==> src/rtl/nn_pkg.sv <==
// Shared types for the weight memory, its update path and the serial dump engine.
// Holds only types and constants; there is no logic, latency or backpressure here.
package nn_pkg;

  localparam int NN_CLASSES = 10;
  localparam logic [7:0] UART_HDR = 8'hA5;

  typedef logic [NN_CLASSES-1:0][7:0] weight_row_t;

  typedef enum logic [2:0] {IDLE, HDR, FETCH, ROW, SUM} dump_state_t;

endpackage

==> src/rtl/uart_tx_byte.sv <==
// 8N1 UART byte serializer, LSB first; the start bit begins on the clock after accept.
// Backpressure via valid/ready: ready is high when idle and in the last stop-bit clock, so bytes chain gaplessly.
module uart_tx_byte #(
  parameter int CLKS_PER_BIT = 868
) (
  input  logic       clk,
  input  logic       rst_n,
  input  logic       tx_valid,
  input  logic [7:0] tx_data,
  output logic       tx_ready,
  output logic       txd
);

  localparam int CNT_W = $clog2(CLKS_PER_BIT);

  logic             active;
  logic [CNT_W-1:0] bit_cnt;
  logic [3:0]       bit_idx;
  logic [8:0]       shreg;
  logic             bit_end;

  assign bit_end  = (bit_cnt == CNT_W'(CLKS_PER_BIT - 1));
  assign tx_ready = !active || (bit_end && (bit_idx == 4'd9));

  // shreg holds the data bits still to send followed by the stop bit
  always_ff @(posedge clk or negedge rst_n) begin
    if (!rst_n) begin
      active  <= 1'b0;
      bit_cnt <= '0;
      bit_idx <= '0;
      shreg   <= '1;
      txd     <= 1'b1;
    end else if (tx_valid && tx_ready) begin
      active  <= 1'b1;
      bit_cnt <= '0;
      bit_idx <= '0;
      shreg   <= {1'b1, tx_data};
      txd     <= 1'b0;
    end else if (active) begin
      if (bit_end) begin
        bit_cnt <= '0;
        if (bit_idx == 4'd9) begin
          active <= 1'b0;
          txd    <= 1'b1;
        end else begin
          bit_idx <= bit_idx + 4'd1;
          txd     <= shreg[0];
          shreg   <= {1'b1, shreg[8:1]};
        end
      end else begin
        bit_cnt <= bit_cnt + CNT_W'(1);
      end
    end
  end

endmodule

==> src/rtl/weight_uart_tx.sv <==
// Dumps the weights RAM over UART as header, row-major weights, then a modulo-256 checksum.
// Header start bit follows the request by one clock; rows are separated by RD_LAT+1 idle clocks; requests while busy are dropped.
module weight_uart_tx
  import nn_pkg::*;
#(
  parameter int         CLASSES      = 10,
  parameter int         ROWS         = 256,
  parameter int         CLKS_PER_BIT = 868,
  parameter int         RD_LAT       = 1,
  parameter logic [7:0] HDR_BYTE     = UART_HDR
) (
  input  logic                    clk,
  input  logic                    rst_n,
  input  logic                    dump_start,
  input  logic [CLASSES-1:0][7:0] weights,
  output logic [7:0]              wram_addr,
  output logic                    bus_req,
  output logic                    busy,
  output logic                    done,
  output logic                    uart_txd
);

  localparam int ROW_W  = (ROWS > 1) ? $clog2(ROWS) : 1;
  localparam int IDX_W  = $clog2(CLASSES + 1);
  localparam int FCNT_W = $clog2(RD_LAT + 1);

  dump_state_t             state, state_nxt;
  logic [ROW_W-1:0]        row, fetch_row;
  logic [IDX_W-1:0]        idx;
  logic [7:0]              checksum;
  logic [CLASSES-1:0][7:0] row_buf;
  logic                    byte_sent;
  logic [FCNT_W-1:0]       fetch_cnt;

  logic       tx_valid, tx_ready, accept;
  logic [7:0] tx_data, buf_byte;
  logic       last_row, fetch_ready, row_drained;
  logic       start, enter_fetch, finish;

  uart_tx_byte #(.CLKS_PER_BIT(CLKS_PER_BIT)) u_tx (
    .clk      (clk),
    .rst_n    (rst_n),
    .tx_valid (tx_valid),
    .tx_data  (tx_data),
    .tx_ready (tx_ready),
    .txd      (uart_txd)
  );

  assign busy    = (state != IDLE);
  assign bus_req = busy;

  always_ff @(posedge clk or negedge rst_n) begin
    if (!rst_n) state <= IDLE;
    else        state <= state_nxt;
  end

  always_comb begin
    state_nxt = state;
    tx_valid  = 1'b0;
    tx_data   = 8'h00;
    buf_byte  = 8'h00;
    for (int i = 0; i < CLASSES; i++) begin
      if (idx == IDX_W'(i)) buf_byte = row_buf[i];
    end
    last_row    = (row == ROW_W'(ROWS - 1));
    fetch_ready = (fetch_cnt == FCNT_W'(RD_LAT));
    row_drained = (idx == IDX_W'(CLASSES));
    fetch_row   = (state == ROW) ? row + ROW_W'(1) : row;

    case (state)
      IDLE: begin
        // a request coinciding with the done pulse belongs to the finished frame
        if (dump_start && !done) state_nxt = HDR;
      end
      HDR: begin
        if (!byte_sent) begin
          tx_valid = 1'b1;
          tx_data  = HDR_BYTE;
        end else if (tx_ready) begin
          state_nxt = FETCH;
        end
      end
      FETCH: begin
        // first byte of the row goes straight from the RAM so the gap is exactly RD_LAT+1
        if (fetch_ready) begin
          tx_valid = 1'b1;
          tx_data  = weights[0];
          if (tx_ready) state_nxt = ROW;
        end
      end
      ROW: begin
        if (!row_drained) begin
          tx_valid = 1'b1;
          tx_data  = buf_byte;
        end else if (last_row) begin
          state_nxt = SUM;
        end else if (tx_ready) begin
          state_nxt = FETCH;
        end
      end
      SUM: begin
        if (!byte_sent) begin
          tx_valid = 1'b1;
          tx_data  = checksum;
        end else if (tx_ready) begin
          state_nxt = IDLE;
        end
      end
      default: state_nxt = IDLE;
    endcase

    accept      = tx_valid && tx_ready;
    start       = (state == IDLE) && (state_nxt == HDR);
    enter_fetch = (state != FETCH) && (state_nxt == FETCH);
    finish      = (state == SUM) && byte_sent && tx_ready;
  end

  always_ff @(posedge clk or negedge rst_n) begin
    if (!rst_n) begin
      row       <= '0;
      idx       <= '0;
      checksum  <= '0;
      row_buf   <= '0;
      byte_sent <= 1'b0;
      fetch_cnt <= '0;
      wram_addr <= '0;
      done      <= 1'b0;
    end else begin
      done      <= finish;
      byte_sent <= (state_nxt != state) ? 1'b0 : (byte_sent | accept);

      if (start) begin
        checksum <= '0;
        row      <= '0;
      end

      if (enter_fetch) begin
        row       <= fetch_row;
        wram_addr <= 8'(fetch_row);
        fetch_cnt <= '0;
      end else if ((state == FETCH) && !fetch_ready) begin
        fetch_cnt <= fetch_cnt + FCNT_W'(1);
      end

      if (accept && ((state == FETCH) || (state == ROW)))
        checksum <= checksum + tx_data;

      if (accept && (state == FETCH)) begin
        row_buf <= weights;
        idx     <= IDX_W'(1);
      end else if (accept && (state == ROW)) begin
        idx <= idx + IDX_W'(1);
      end
    end
  end

endmodule

==> config.mk <==
export PLATFORM = sky130hd
export DESIGN_NAME = weight_uart_tx
export DESIGN_NICKNAME = d
export VERILOG_FILES = /design/src/rtl/nn_pkg.sv /design/src/rtl/uart_tx_byte.sv /design/src/rtl/weight_uart_tx.sv
export SDC_FILE = /design/constraint.sdc
export NUM_CORES = 1
export LEC_CHECK = 0
export BUFFER_PORTS_ARGS = -buffer_cell sky130_fd_sc_hd__buf_2
export CORE_ASPECT_RATIO = 1.5
export CORE_UTILIZATION = 30
export CTS_CLUSTER_DIAMETER = 200
export DETAILED_ROUTE_END_ITERATION = 8
export PLACE_DENSITY = 0.44
export REMOVE_ABC_BUFFERS = 1
export SLEW_MARGIN = 20
export SYNTH_ARGS = -nofsm -noshare
export SYNTH_HDL_FRONTEND = slang
export SYNTH_HIERARCHICAL = 1
export SYNTH_SLANG_ARGS = --single-unit
==> constraint.sdc <==
create_clock -name clk -period 4.49 [get_ports clk]
set_input_delay 0.6735 -clock clk [delete_from_list [all_inputs] [get_ports clk]]
set_output_delay 0.6735 -clock clk [all_outputs]
set_load 0.01 [all_outputs]
==> impl_metrics.env <==
export IMPL_critical_path_top_delay_family="compound AO/OA/AOI/OAI gates"
export IMPL_clk_pin_slew_ns=0.06
export IMPL_start_util=0.304
export IMPL_worstPathMaxFanout=7
export IMPL_die_area_um2=24600
export IMPL_worstSetupPathType="flop to flop"
export IMPL_path_cells="inv_1 > ha_1 > nor2b_1 > buf_4 > a22oi_1 > o21ai_0 > mux4_2 > a21oi_1 > o21ai_0 > ha_1 > fa_1 > a21o_1 > a21oi_1 > o21bai_1 > a21oi_1 > xor2_1 > o21ai_0"
export IMPL_syn2layout_area_growth_pct=20.1
export IMPL_synthCells=662
export IMPL_final_seq_area_um2=3460
export IMPL_grt_pass1_wl_um=30700
export IMPL_antenna_cells=0
export IMPL_synth_seq_cells=138
export IMPL_period_share=0.877
export IMPL_synth_seq_area_share=0.481
export IMPL_worst_pin_slew_ns=0.965
export IMPL_grt_max_degree=93
export IMPL_peakVddDrop_mv=0.222
export IMPL_post_cts_buffers=0
export IMPL_synth_ff_type="dfrtp_1"
export IMPL_die_w_um=128
export IMPL_required_ns=4.78
export IMPL_leakage_nw=3.85
export IMPL_yosys_warnings=6
export IMPL_end_kind="flop"
export IMPL_nets=849
export IMPL_clock_tree_buffer_depth=2
export IMPL_final_layout_size_suffix_gt1_frac=0.326
export IMPL_setup_violations=0
export IMPL_num_vias=5516
export IMPL_fin_area_um2=8650
export IMPL_max_freq_mhz=254
export IMPL_slew_headroom=0.353
export IMPL_slew_violations=0
export IMPL_io_pins=95
export IMPL_globalplace_congestion=0.840
export IMPL_place_area_um2=8020
export IMPL_maxCapViolCount=0
export IMPL_io_buffers=94
export IMPL_critPathLaunchType="flop"
export IMPL_fin_worst_skew_ns=0.00760
export IMPL_cts_hold_buf=0
export IMPL_avgSynthCellArea_um2=10.9
export IMPL_place_hpwl_um=14300
export IMPL_drc_errors=0
export IMPL_die_h_um=192
export IMPL_min_period_ns=3.94
export IMPL_clock_latency_ns=0.43
export IMPL_status="completed"
export IMPL_drtAntennaViolNets=0
export IMPL_synth_edf_count=0
export IMPL_grt_pass1_vias=5773
export IMPL_track_usage=0.166
export IMPL_async_flop_share=1.00
export IMPL_routedWlPerCell_um=17.7
export IMPL_antenna_found_initial=0
export IMPL_fin_setup_tns_ns=0
export IMPL_rows=69
export IMPL_drt_wl_total_um=19100
export IMPL_first_iter_violations=223
export IMPL_netlist_area_um2=7200
export IMPL_multi_input_area_um2=3490
export IMPL_cts_resized=0
export IMPL_firstDrtPassIters=5
export IMPL_fillers=2404
export IMPL_power_density_nw_per_um2=337
export IMPL_holdCritPathClass="input pin to asynchronous set/reset pin"
export IMPL_htreeDepth=4
export IMPL_root_buffer="clkbuf_16"
export IMPL_core_area_um2=23700
export IMPL_yosys_cell_types_count=72
export IMPL_cp_slowest_cell="mux4_2"
export IMPL_tritoncts="built"
export IMPL_cp_buffers_inverters=2
export IMPL_cts_buffers=17
export IMPL_arrival_ns=4.22
export IMPL_final_hold_viol_count=0
export IMPL_rsz0062_at_grt="false"
export IMPL_overflow=0
export IMPL_r2r_slack_ns=0.55
export IMPL_cts_sinks=138
export IMPL_slowest_delay_ns=0.50
export IMPL_vias_per_cell=5.10
[cells by family after synthesis]
family | count (synthesis) | synth area share
buf+inv | 57 | 0.0353
xor+xnor | 18 | 0.0219
fa+ha+maj | 16 | 0.0288
mux | 82 | 0.130
simple gates | 171 | 0.128
flops | 138 | 0.481
compound gates | 180 | 0.175
[per-layer routing]
| layer | wire (um) | track usage |
|---|---|---|
| met1 | 7820 | 0.185 |
| met2 | 10200 | 0.299 |
| met4 | 524 | 0.0747 |
| met5 | 0 | 0 |
| met3 | 621 | 0.0354 |
[sequential cells by signal, indices dropped and copies added, names as in the netlist]
| signal | count |
|---|---|
| u_tx/shreg | 8 |
| idx | 4 |
| u_tx/txd | 1 |
| u_tx/bit_idx | 4 |
| row_buf | 80 |
| checksum | 8 |
| fetch_cnt | 1 |
| u_tx/active | 1 |
| state | 3 |
| done | 1 |
| row | 8 |
| byte_sent | 1 |
| u_tx/bit_cnt | 10 |
| wram_addr | 8 |
[per-stage QoR]
| step | hold WS [ns] | power (mW) | std cells | worst slack (ns) | utilization |
|---|---|---|---|---|---|
| 2_1_floorplan | 0.378 | 1.36 | 620 | -0.00804 | - |
| 3_3_place_gp | 0.457 | 1.45 | 1050 | 0.704 | 0.339 |
| 3_5_place_dp | 0.461 | 1.45 | 1050 | 0.552 | 0.339 |
| 4_1_cts | 0.377 | 2.96 | 1082 | 0.540 | 0.365 |
| 5_1_grt | 0.417 | 3.04 | 1082 | 0.274 | 0.365 |
| 6_report | 0.342 | 2.91 | 1082 | 0.554 | 0.365 |
[cells in the final DEF (no fill, tap or decap), types with 17 or more instances in the layout]
| master | instances |
|---|---|
| a21oi_1 | 30 |
| buf_2 | 93 |
| buf_4 | 17 |
| clkbuf_16 | 17 |
| dfrtp_1 | 129 |
| mux2_2 | 80 |
| nand2_1 | 48 |
| nand3_1 | 21 |
| nor2_1 | 25 |
| o21ai_0 | 40 |
[final timing paths]
kind,from,end,depth (start not counted)
max in group asynchronous,rst_n,idx[1]$_DFFE_PN0P_,2
min,rst_n,u_tx/bit_idx[1]$_DFFE_PN0P_,1
min in group clk,wram_addr[3]$_DFFE_PN0P_,wram_addr[3]$_DFFE_PN0P_,1
max,idx[0]$_DFFE_PN0P_,checksum[6]$_DFFE_PN0P_,17
max reg2reg,idx[0]$_DFFE_PN0P_,checksum[6]$_DFFE_PN0P_,17
min reg2reg,wram_addr[3]$_DFFE_PN0P_,wram_addr[3]$_DFFE_PN0P_,1
[synthesized netlist by cell type (8+ instances only)]
cell type,number,area share
dfrtp_1,129,0.45
mux2_2,80,0.13
nand2_1,49,0.026
o21ai_0,40,0.028
a21oi_1,30,0.021
clkbuf_1,27,0.014
nor2_1,25,0.013
nand3_1,21,0.015
a21o_1,16,0.017
a221oi_1,15,0.018
ha_1,15,0.026
inv_1,15,0.0078
nor2b_1,14,0.012
o31a_1,14,0.017
nor3_1,12,0.0083
xor2_1,10,0.012
a22oi_1,9,0.0094
dfstp_2,9,0.033
buf_2,8,0.0056
o211ai_1,8,0.0083
o22a_1,8,0.0097
xnor2_1,8,0.0097
[area by class of cell]
| cell class | instances | area share |
|---|---|---|
| clock buffers | 20 | 0.0528 |
| clock inverters | 12 | 0.0198 |
| inverters | 15 | 0.00651 |
| multi-input cells | 467 | 0.404 |
| flip-flops and latches | 138 | 0.401 |
| well taps | 319 | 0.0462 |
| repair buffers | 111 | 0.0699 |
[power breakdown]
part	leakage (nW)	switching (mW)	internal (mW)
clock network	0.302	0.535	0.955
logic	1.89	0.0523	0.0600
registers	1.65	0.0270	1.28
total	3.85	0.614	2.30
No activity file was read; power rests on OpenSTA's default activity.
